**src/rtl/fetch_unit_pkg.sv**
```systemverilog
// Shared definitions for the instruction-fetch stage: reset vector,
// FSM encodings, queue entry layout and PC increment helper.
package fetch_unit_pkg;

    localparam int          INSTR_WIDTH      = 32;
    localparam logic [31:0] RESET_PC_DEFAULT = 32'h0000_3000;

    localparam logic [1:0]  S_FETCH = 2'd0;
    localparam logic [1:0]  S_FULL  = 2'd1;
    localparam logic [1:0]  S_DROP  = 2'd2;

    typedef struct packed {
        logic [31:0]            pc;
        logic [INSTR_WIDTH-1:0] instr;
    } fetch_entry_t;

    // Sequential next PC; wraps naturally at 32 bits.
    function automatic logic [31:0] pc_plus4(input logic [31:0] p);
        return p + 32'd4;
    endfunction

endpackage

```
**src/rtl/fetch_unit_if.sv**
```systemverilog
// Bundle of the fetch stage's PC-register, imem and decode-side signals.
// master = fetch unit, slave = the surrounding pipeline / memory.
interface fetch_unit_if;
    import fetch_unit_pkg::*;

    logic [31:0]            pc;
    logic [31:0]            newPC;
    logic                   redirect;
    logic [31:0]            redirectTarget;
    logic                   imemReq;
    logic [31:0]            imemAddr;
    logic                   imemAck;
    logic [INSTR_WIDTH-1:0] imemRdata;
    logic                   instValid;
    logic [INSTR_WIDTH-1:0] instr;
    logic [31:0]            instPC;
    logic                   instReady;

    modport master (
        input  pc, redirect, redirectTarget, imemAck, imemRdata, instReady,
        output newPC, imemReq, imemAddr, instValid, instr, instPC
    );

    modport slave (
        output pc, redirect, redirectTarget, imemAck, imemRdata, instReady,
        input  newPC, imemReq, imemAddr, instValid, instr, instPC
    );

endinterface

```
**src/rtl/fetch_unit_buffer.sv**
```systemverilog
// Two-entry fetch queue of {pc, instr}. slot0 is always the head; when the
// queue drains, slot0 is left untouched so the head outputs hold their
// last value.
module fetch_buffer
    import fetch_unit_pkg::*;
(
    input  logic         clk,
    input  logic         rst_n,
    input  logic         push,
    input  logic         pop,
    input  logic         flush,
    input  fetch_entry_t din,
    output logic [1:0]   count,
    output fetch_entry_t head
);

    fetch_entry_t slot0;
    fetch_entry_t slot1;
    logic         pop_eff;
    logic [1:0]   push_w;
    logic [1:0]   pop_w;

    // A pop against an empty queue is a no-op.
    always_comb begin
        pop_eff = pop && (count != 2'd0);
        push_w  = {1'b0, push};
        pop_w   = {1'b0, pop_eff};
    end

    assign head = slot0;

    // Occupancy and slot storage; flush empties the queue and drops any push.
    always_ff @(posedge clk) begin
        if (!rst_n) begin
            count <= 2'd0;
            slot0 <= '0;
            slot1 <= '0;
        end else if (flush) begin
            count <= 2'd0;
        end else begin
            count <= count + push_w - pop_w;
            if (pop_eff && (count == 2'd2)) begin
                slot0 <= slot1;
            end
            if (push) begin
                if ((count == 2'd0) || ((count == 2'd1) && pop_eff)) begin
                    slot0 <= din;
                end else if (count == 2'd1) begin
                    slot1 <= din;
                end else if ((count == 2'd2) && pop_eff) begin
                    slot1 <= din;
                end
            end
        end
    end

endmodule

```
**src/rtl/fetch_unit.sv**
```systemverilog
// Instruction-fetch stage: drives newPC into the external PC register,
// runs the imem req/ack handshake and feeds decode through fetch_buffer.
//
//  state   | meaning
//  --------+-----------------------------------------------------------
//  S_FETCH | requesting imem at pc; ack without redirect pushes a word
//  S_FULL  | queue holds two entries, no request issued
//  S_DROP  | redirected mid-read; hold dropAddr until the stale ack
module fetch_unit
    import fetch_unit_pkg::*;
#(
    parameter logic [31:0] RESET_PC = RESET_PC_DEFAULT
)(
    input  logic         clk,
    input  logic         rst_n,
    fetch_unit_if.master bus
);

    logic [1:0]   state;
    logic [1:0]   state_nxt;
    logic [31:0]  drop_addr;
    logic [31:0]  drop_addr_nxt;

    logic         accept;
    logic         push;
    logic         pop;
    logic         flush;
    logic [1:0]   count;
    logic [1:0]   post_cnt;
    fetch_entry_t din;
    fetch_entry_t head;

    // Handshake decode; reset masks every event so nothing leaks into state.
    always_comb begin
        accept   = rst_n && (state == S_FETCH) && bus.imemAck && !bus.redirect;
        push     = accept;
        pop      = (count != 2'd0) && bus.instReady;
        flush    = rst_n && bus.redirect;
        post_cnt = count + {1'b0, push} - {1'b0, pop};
        din.pc    = bus.pc;
        din.instr = bus.imemRdata;
    end

    fetch_buffer u_buf (
        .clk   (clk),
        .rst_n (rst_n),
        .push  (push),
        .pop   (pop),
        .flush (flush),
        .din   (din),
        .count (count),
        .head  (head)
    );

    // Next-PC select for the PC register; an ack while dropping never advances.
    always_comb begin
        if (!rst_n) begin
            bus.newPC = RESET_PC;
        end else if (bus.redirect) begin
            bus.newPC = bus.redirectTarget;
        end else if (accept) begin
            bus.newPC = pc_plus4(bus.pc);
        end else begin
            bus.newPC = bus.pc;
        end
    end

    // Request/address outputs; the address is frozen on dropAddr in S_DROP.
    always_comb begin
        bus.imemReq  = 1'b0;
        bus.imemAddr = 32'd0;
        if (rst_n) begin
            if (state == S_FETCH) begin
                bus.imemReq  = 1'b1;
                bus.imemAddr = bus.pc;
            end else if (state == S_DROP) begin
                bus.imemReq  = 1'b1;
                bus.imemAddr = drop_addr;
            end
        end
    end

    assign bus.instValid = (count != 2'd0);
    assign bus.instr     = head.instr;
    assign bus.instPC    = head.pc;

    // FSM next-state, in priority order per state.
    always_comb begin
        state_nxt     = state;
        drop_addr_nxt = drop_addr;
        case (state)
            S_FETCH: begin
                if (bus.redirect && !bus.imemAck) begin
                    state_nxt     = S_DROP;
                    drop_addr_nxt = bus.pc;
                end else if (bus.redirect) begin
                    state_nxt = S_FETCH;
                end else if (accept && (post_cnt == 2'd2)) begin
                    state_nxt = S_FULL;
                end
            end
            S_FULL: begin
                if (bus.redirect || pop) begin
                    state_nxt = S_FETCH;
                end
            end
            S_DROP: begin
                if (bus.imemAck) begin
                    state_nxt = S_FETCH;
                end
            end
            default: state_nxt = S_FETCH;
        endcase
    end

    // State registers.
    always_ff @(posedge clk) begin
        if (!rst_n) begin
            state     <= S_FETCH;
            drop_addr <= 32'd0;
        end else begin
            state     <= state_nxt;
            drop_addr <= drop_addr_nxt;
        end
    end

endmodule

```
**src/flat_wrapper.sv**
```systemverilog
// flat-port wrapper written by rule: the top's interface ports become plain ports
module fetch_unit_flat import fetch_unit_pkg::*;
#(
    parameter logic [31:0] RESET_PC = RESET_PC_DEFAULT
)
  (clk, rst_n, bus_pc, bus_redirect, bus_redirectTarget, bus_imemAck, bus_imemRdata, bus_instReady, bus_newPC, bus_imemReq, bus_imemAddr, bus_instValid, bus_instr, bus_instPC);
  fetch_unit_if bus_i ();
  input  logic clk;
  input  logic rst_n;
  input wire logic [$bits(bus_i.pc)-1:0] bus_pc;
  input wire logic [$bits(bus_i.redirect)-1:0] bus_redirect;
  input wire logic [$bits(bus_i.redirectTarget)-1:0] bus_redirectTarget;
  input wire logic [$bits(bus_i.imemAck)-1:0] bus_imemAck;
  input wire logic [$bits(bus_i.imemRdata)-1:0] bus_imemRdata;
  input wire logic [$bits(bus_i.instReady)-1:0] bus_instReady;
  output wire logic [$bits(bus_i.newPC)-1:0] bus_newPC;
  output wire logic [$bits(bus_i.imemReq)-1:0] bus_imemReq;
  output wire logic [$bits(bus_i.imemAddr)-1:0] bus_imemAddr;
  output wire logic [$bits(bus_i.instValid)-1:0] bus_instValid;
  output wire logic [$bits(bus_i.instr)-1:0] bus_instr;
  output wire logic [$bits(bus_i.instPC)-1:0] bus_instPC;
  assign bus_i.pc = bus_pc;
  assign bus_i.redirect = bus_redirect;
  assign bus_i.redirectTarget = bus_redirectTarget;
  assign bus_i.imemAck = bus_imemAck;
  assign bus_i.imemRdata = bus_imemRdata;
  assign bus_i.instReady = bus_instReady;
  assign bus_newPC = bus_i.newPC;
  assign bus_imemReq = bus_i.imemReq;
  assign bus_imemAddr = bus_i.imemAddr;
  assign bus_instValid = bus_i.instValid;
  assign bus_instr = bus_i.instr;
  assign bus_instPC = bus_i.instPC;
  fetch_unit #(.RESET_PC(RESET_PC)) u_core (.clk(clk), .rst_n(rst_n), .bus(bus_i));
endmodule
```
**config.mk**
```make
export PLATFORM = sky130hd
export DESIGN_NAME = fetch_unit_flat
export DESIGN_NICKNAME = d
export VERILOG_FILES = /design/src/rtl/fetch_unit_pkg.sv /design/src/rtl/fetch_unit_if.sv /design/src/rtl/fetch_unit_buffer.sv /design/src/rtl/fetch_unit.sv /design/src/flat_wrapper.sv
export SDC_FILE = /design/constraint.sdc
export NUM_CORES = 1
export LEC_CHECK = 0
export BUFFER_PORTS_ARGS = -buffer_cell sky130_fd_sc_hd__buf_4
export CORE_UTILIZATION = 30
export CTS_CLUSTER_DIAMETER = 40
export DETAILED_ROUTE_END_ITERATION = 7
export PLACE_DENSITY = 0.58
export SYNTH_ARGS = -nofsm -noshare
export SYNTH_HDL_FRONTEND = slang
export SYNTH_SLANG_ARGS = --single-unit
```
**constraint.sdc**
```tcl
create_clock -name clk -period 3.6 [get_ports clk]
set_input_delay 0.36 -clock clk [delete_from_list [all_inputs] [get_ports clk]]
set_output_delay 0.36 -clock clk [all_outputs]
set_load 0.03 [all_outputs]
```
==> results.cfg, run 1 <==
[yosys]
yosysWarnings = 0
synth.area.top_cells = dfxtp_1 38%, nand2_1 15%, mux2i_1 11%, a21oi_1 10%, o211ai_2 5.6%
synthesis.instances = 1136
ys_ff_latch = 164
syn_avg_cell_area_sq_um = 7.666
synth.top_cell.area_share_pct = 37.70
syn-cell-area_sq_um = 8708
yosysSeqAreaShare_pct = 37.70
synth_fp_nets = 1239
synth_top_area_cell = dfxtp_1
ys_types = 43

[critical_path]
path_depth = 7
crit_chain = buf_4 > nor3b_1 > nand4_1 > xnor2_1 > nand2_1 > a21oi_1 > buf_4
cpPeakStageDelay_ps = 680
reg2reg_to = u_core.u_buf.head[19]
rr_worst_depth = 6
cpLargestDelayFamily = simple AND/OR/NAND/NOR gates
path_buf_inv = 2
required_ps = 3240
reg2reg_slack_ps = 1040
r2r-start = u_core.state[0]
crit_top_cell = buf_4
worstPathArrival_ps = 2610
startpoint_type = register
crit_slowest_cell = nor3b_1
critPathMaxFanout = 36
crit_path_end = bus_newPC[5]
critPathCaptureType = output port
crit_type = register to output port
crit_start = u_core.state[1]

[clock_network]
hold_buffers = 0
numCtsBuffers = 17
path_clk_slew_ps = 60
clockBufferDepth = 2
tritoncts = built
insertion_delay_ps = 420
cts.sinks = 164
post_cts_resized = 0
root_buffer = clkbuf_16
cts.htree.levels = 4
postCtsSetupBuffers = 0

[place]
gp_congestion = 0.7652
place_ws_ps = 935.4
port-buffer-count = 230
dp_hpwl_mm = 18.26
place_area_sq_um = 10630
dp.cells = 1656

[finish]
area_growth_pct = 28.69
final_layout_size_suffix_gt1_share_pct = 25.12
fin_nets = 1394
design_area_sq_um = 11210
finalNonFillerCells = 1687

[power_and_ir_drop]
p_clk_share_pct = 40.6
switching_share_pct = 28.42
peakVddDrop_mv = 0.2602
seqPwrFrac_pct = 42.1
power_frac_comb_pct = 17.4
cellInternalPower_mw = 3.215
p_leak_nw = 4.978
power_switching_mw = 1.276
p_per_area_nw_per_um2 = 400.8

[routing]
wl_met1_mm = 12.97
viasPerCell = 4.998
num_vias = 8432
routedWlPerCell_um = 17.04
remaining_drc_errors = 0
route.met2.wl_mm = 13.62
highest-signal-layer = met4
drt.antenna.violating_nets = 0
drt_iter0_markers = 528
wl_mm = 28.75
dr_wl_met3_mm = 1.923
firstDrtPassIters = 5

[grt]
grt_pass1_wl_mm = 43.77
antenna_found_initial = 1
grt_max_degree = 96
grt_util_all_layers_pct = 19.09
overflow = 0
grt_pass1_vias = 7717

[timing]
finalSetupViolations = 0
final.min_clock_period_ps = 2972
min_period_over_period_pct = 82.57
max_freq_mhz = 336.4
hold_viol = 0
final_max_slew_viol_count = 0
hold_slack_ps = 150.8
layout_setup_ws_ps = 627.5
finalSetupTns_ps = 0
worstMarginPinSlew_ps = 839.5
rsz0062_at_grt = no
relSlewSlack_pct = 44.04
skew_ps = 10.50

[run]
max-cap-violations = 0

[floorplanning]
coreArea_sq_um = 28630
initial_core_util_pct = 30.42
ios = 231
die-area_sq_um = 29710
die_w_um = 172.4
num_rows = 62
fp.dieH_um = 172.4

[hold_path]
min_path_type = input pin to register

[status]
status = completed
==> metrics by stage <==
step                utilization [%]  power [mW]
detailed placement            37.13       2.715
global route                  39.15       4.695
global placement              37.13       2.709
floorplan                         -       2.389
CTS                           39.14       4.559
finish                        39.15       4.492
==> kinds of logic after synthesis <==
| family | synth area share, % |
|---|---|
| xor+xnor | 2.715 |
| simple gates | 21.35 |
| buf+inv | 6.063 |
| flops | 37.70 |
| compound gates | 20.26 |
| mux | 11.62 |
| fa+ha+maj | 0.2873 |
==> cells in the mapped netlist, drive strengths merged <==
library cell,number
mux2,1
nand2,339
nand4,9
nand4b,3
or3b,1
xnor2,10
nor2,44
nand3b,2
a21oi,181
nor4,1
dfxtp,164
o22ai,2
clkbuf,74
nor2b,1
o211ai,64
o22a,1
a311oi,2
and2,4
or4,2
buf,37
ha,2
nand2b,3
or3,1
a21o,1
xor2,17
o21ai,20
and3,9
nor3,7
nand3,16
inv,5
a31oi,2
and4,4
mux2i,100
a211oi,2
nor3b,2
or2,2
a2111oi,1
==> how the worst min path moves through the flow <==
stage                     startpoint                     to  slack, ps  cells after the start
6_report                 bus_imemAck        u_core.state[1]        150                      2
5_1_grt                  bus_imemAck        u_core.state[1]        130                      2
4_1_cts                  bus_imemAck        u_core.state[1]        130                      2
3_5_place_dp   u_core.u_buf.slot1[2]  u_core.u_buf.slot1[2]        450                      2
3_3_place_gp    u_core.drop_addr[25]   u_core.drop_addr[25]        440                      2
2_1_floorplan  u_core.u_buf.slot1[0]  u_core.u_buf.slot1[0]        440                      2
==> registers in the layout, summed over array words and instances (netlist names) <==
signal / flops
u_core.drop_addr: 32
u_core.u_buf.slot1: 64
u_core.u_buf.count: 2
u_core.u_buf.head: 64
u_core.state: 2
==> layer usage <==
layer / global-route usage, % / vias up
met5: 0 / -
met3: 4.807 / 16
met2: 32.19 / 235
met4: 4.463 / 0
met1: 24.26 / 3997
li1: - / 4184
==> power by group through the flow <==
stage | registers [mW] | clock network (mW) | logic (mW)
2_1_floorplan | 1.97 | 0 | 0.417
3_3_place_gp | 1.93 | 0 | 0.781
3_5_place_dp | 1.93 | 0 | 0.785
4_1_cts | 1.89 | 1.88 | 0.787
5_1_grt | 1.89 | 1.96 | 0.844
6_report | 1.89 | 1.82 | 0.781
==> final cells by class <==
| class | count | area, sq um |
|---|---|---|
| well taps | 384 | 480.5 |
| diodes | 1 | 2.502 |
| fillers | 2952 | 17420 |
| flip-flops and latches | 164 | 3284 |
| clock buffers | 22 | 474.2 |
| clock inverters | 8 | 102.6 |
| repair buffers | 247 | 1917 |
| inverters | 5 | 26.28 |
| multi-input cells | 856 | 4920 |
==> placed cells by master (no fill, tap or decap), drive strengths merged, types with 2 or more instances in the layout <==
| cell type | Yosys | routed |
|---|---|---|
| nor3 | 7 | 7 |
| dfxtp | 164 | 164 |
| inv | 5 | 5 |
| o211ai | 64 | 64 |
| and3 | 9 | 9 |
| mux2i | 100 | 100 |
| nor3b | 2 | 2 |
| bufinv | 0 | 2 |
| clkinvlp | 0 | 2 |
| and4 | 4 | 4 |
| nand3 | 16 | 16 |
| o22ai | 2 | 2 |
| a31oi | 2 | 2 |
| nand4b | 3 | 3 |
| buf | 37 | 247 |
| nand3b | 2 | 2 |
| nor2 | 44 | 44 |
| or4 | 2 | 2 |
| a211oi | 2 | 2 |
| nand4 | 9 | 9 |
| ha | 2 | 2 |
| nand2 | 339 | 339 |
| a311oi | 2 | 2 |
| clkinv | 0 | 4 |
| and2 | 4 | 4 |
| clkbuf | 74 | 22 |
| o21ai | 20 | 20 |
| xor2 | 17 | 17 |
| nand2b | 3 | 3 |
| xnor2 | 10 | 10 |
| a21oi | 181 | 181 |
| or2 | 2 | 2 |
No activity file was read; power rests on OpenSTA's default activity.
==> run 2, diff against run 1 <==
--- a/config.mk
+++ b/config.mk
@@ -5,11 +5,12 @@
 export SDC_FILE = /design/constraint.sdc
 export NUM_CORES = 1
 export LEC_CHECK = 0
+export ABC_AREA = 1
 export BUFFER_PORTS_ARGS = -buffer_cell sky130_fd_sc_hd__buf_4
 export CORE_UTILIZATION = 30
 export CTS_CLUSTER_DIAMETER = 40
 export DETAILED_ROUTE_END_ITERATION = 7
-export PLACE_DENSITY = 0.58
+export PLACE_DENSITY = 0.6
 export SYNTH_ARGS = -nofsm -noshare
 export SYNTH_HDL_FRONTEND = slang
 export SYNTH_SLANG_ARGS = --single-unit
==> constraint.sdc (replaced) <==
create_clock -name clk -period 2.6 [get_ports clk]
set_input_delay 0.26 -clock clk [delete_from_list [all_inputs] [get_ports clk]]
set_output_delay 0.26 -clock clk [all_outputs]
set_load 0.03 [all_outputs]
==> results.cfg, run 2 <==
[status]
status = completed

[floorplanning]
ios = 231
die_w_um = 170.6
die-area_sq_um = 29110
coreArea_sq_um = 27860
initial_core_util_pct = 30.62
num_rows = 61
fp.dieH_um = 170.6

[hold_path]
min_to = u_core.u_buf.head[29]
min_path_type = input pin to register
hp-start = bus_imemRdata[29]
holdPathStages = 3

[run]
max-cap-violations = 0

[critical_path]
startpoint_type = register
crit_chain = inv_1 > nand2_1 > nor2_8 > nand3_2 > nor2_4 > buf_12 > nand3_1 > nand2_1 > nand3_1 > nand2_1 > buf_4
crit_slowest_cell = dfxtp_1
cpLargestDelayFamily = simple AND/OR/NAND/NOR gates
rr_worst_depth = 9
worstPathArrival_ps = 2070
critPathCaptureType = output port
crit_type = register to output port
cpPeakStageDelay_ps = 370
r2r-start = u_core.state[0]
reg2reg_to = u_core.u_buf.head[35]
required_ps = 2340
path_depth = 11
crit_top_cell = nand2_1
path_buf_inv = 3
critPathMaxFanout = 14
reg2reg_slack_ps = 590

[grt]
grt_use_met1_pct = 26.44
antenna_found_initial = 0
met3_usage_pct = 4.002
top_usage_layer = met2
gr-usage-met2_pct = 28.93
overflow = 0
grt_util_all_layers_pct = 18.75
grt_max_degree = 105
grt_pass1_wl_mm = 42.99
grt_pass1_vias = 7761

[clock_network]
cts.sinks = 164
post_cts_resized = 0
tritoncts = built
insertion_delay_ps = 430
cts.htree.levels = 4
root_buffer = clkbuf_16
numCtsBuffers = 17
clockBufferDepth = 2
path_clk_slew_ps = 70

[power_and_ir_drop]
total_power_mw = 6.360
peakVddDrop_mv = 0.3725
p_per_area_nw_per_um2 = 568.2
p_leak_nw = 4.806

[yosys]
synthFlopType = dfxtp_1
yosysSeqAreaShare_pct = 38.49
synth_edf_count = 0
synth_top_area_cell = dfxtp_1
syn_avg_cell_area_sq_um = 6.733
synthesis.instances = 1267
yosysWarnings = 0
syn-cell-area_sq_um = 8531
synth.top_cell.area_share_pct = 38.49
async_flop_share_pct = 0
synthTopCellsByCount = 379 x nand2_1, 164 x dfxtp_1, 137 x a21oi_1
ys_ff_latch = 164
ys_types = 32
synth_fp_nets = 1370
yosysMostFrequentCell = nand2_1
synth.area.top_cells = dfxtp_1 38%, nand2_1 17%, o211ai_1 11%, a21oi_1 8.0%, inv_1 5.7%

[routing]
wl_mm = 27.63
firstDrtPassIters = 5
routedWlPerCell_um = 15.11
viasPerCell = 4.879
drt.antenna.violating_nets = 0
num_vias = 8923
remaining_drc_errors = 0
drt_iter0_markers = 610

[finish]
area_growth_pct = 31.23
diodes = 0
layout_common_cells = 378 x nand2_1, 245 x buf_4, 164 x dfxtp_1, 137 x a21oi_1, 130 x inv_1
layout_commonest_cell = nand2_1
final_layout_size_suffix_gt1_share_pct = 21.36
fin_nets = 1541

[timing]
hold_viol = 0
hold_slack_ps = 84.64
max_freq_mhz = 428.7
finalSetupTns_ps = 0
rsz0062_at_grt = no
finalSetupViolations = 0
skew_ps = 14.43
min_period_over_period_pct = 89.72
final.min_clock_period_ps = 2333
relSlewSlack_pct = 50.91
worstMarginPinSlew_ps = 730.7
final_max_slew_viol_count = 0

[place]
dp_hpwl_mm = 18.52
gp_congestion = 0.8119
port-buffer-count = 230
==> run 2: cell count changes after synthesis, moves of 40 or more <==
cell,previous run,this run
o21ai_1,0,66
inv_1,4,130
a21oi_1,181,137
nand2_1,339,379
o211ai_1,25,128
mux2i_1,100,0
==> run 2: how the worst max path moves through the flow <==
| stage | start | to |
|---|---|---|
| floorplan | u_core.state[0] | bus_newPC[4] |
| global placement | u_core.state[1] | bus_newPC[30] |
| detailed placement | bus_redirect | bus_newPC[30] |
| CTS | u_core.state[0] | bus_newPC[25] |
| global route | u_core.state[0] | bus_newPC[30] |
| finish | u_core.state[0] | bus_newPC[30] |
==> run 2: area by class of cell <==
class,instances,area (sq um)
fill,2895,16660
multi-input combinational,866,4325
sequential,164,3283
timing repair buffer,253,1999
inverter,136,511.7
tap,378,473.0
clock buffer,19,452.9
clock inverter,13,148.9
==> run 2: report_power, final <==
part           internal [mW]  switching (mW)  total [mW]
Clock                   1.48            1.14        2.62
Sequential              2.59          0.0496        2.64
Combinational          0.405           0.695        1.10
Total                   4.48            1.88        6.36
==> run 2: worst reg2reg max path: stages (launching register included) <==
cell and delay [ps]:
dfxtp_1 370, inv_1 70, nand2_1 120, nor2_8 160, buf_4 180, nand3_4 290, buf_12 300, o211ai_1 160
o211ai_1 220, nand2_1 100
==> run 2: kinds of logic after synthesis <==
logic type | synth area share [%]
simple gates | 23.28
buf+inv | 11.38
flops | 38.49
compound gates | 26.46
xor+xnor | 0.1027
fa+ha+maj | 0.2933
==> run 2: what timing repair did <==
action,4_1_cts,5_1_grt
gates cloned,0,1
pin swaps,1,2
setup buffers,1,3
hold buffers,0,0
setup endpoints to repair,4,13
hold endpoints to repair,0,0
==> run 2: stage by stage <==
stage	util (%)	instances	setup slack (ps)	area, sq um
after floorplan	-	1267	703.4	8531
after global placement	37.85	1792	442.6	10540
after detailed placement	37.85	1792	415.3	10540
after CTS	40.08	1825	36.61	11170
after global routing	40.18	1829	106.4	11190
final	40.18	1829	267.2	11190
==> run 2: metal layers <==
layer | part of all wire (%) | vias to the layer above
li1 | - | 4554
met1 | 48 | 4069
met2 | 44 | 281
met3 | 6.9 | 19
met4 | 0.96 | 0
met5 | 0 | -
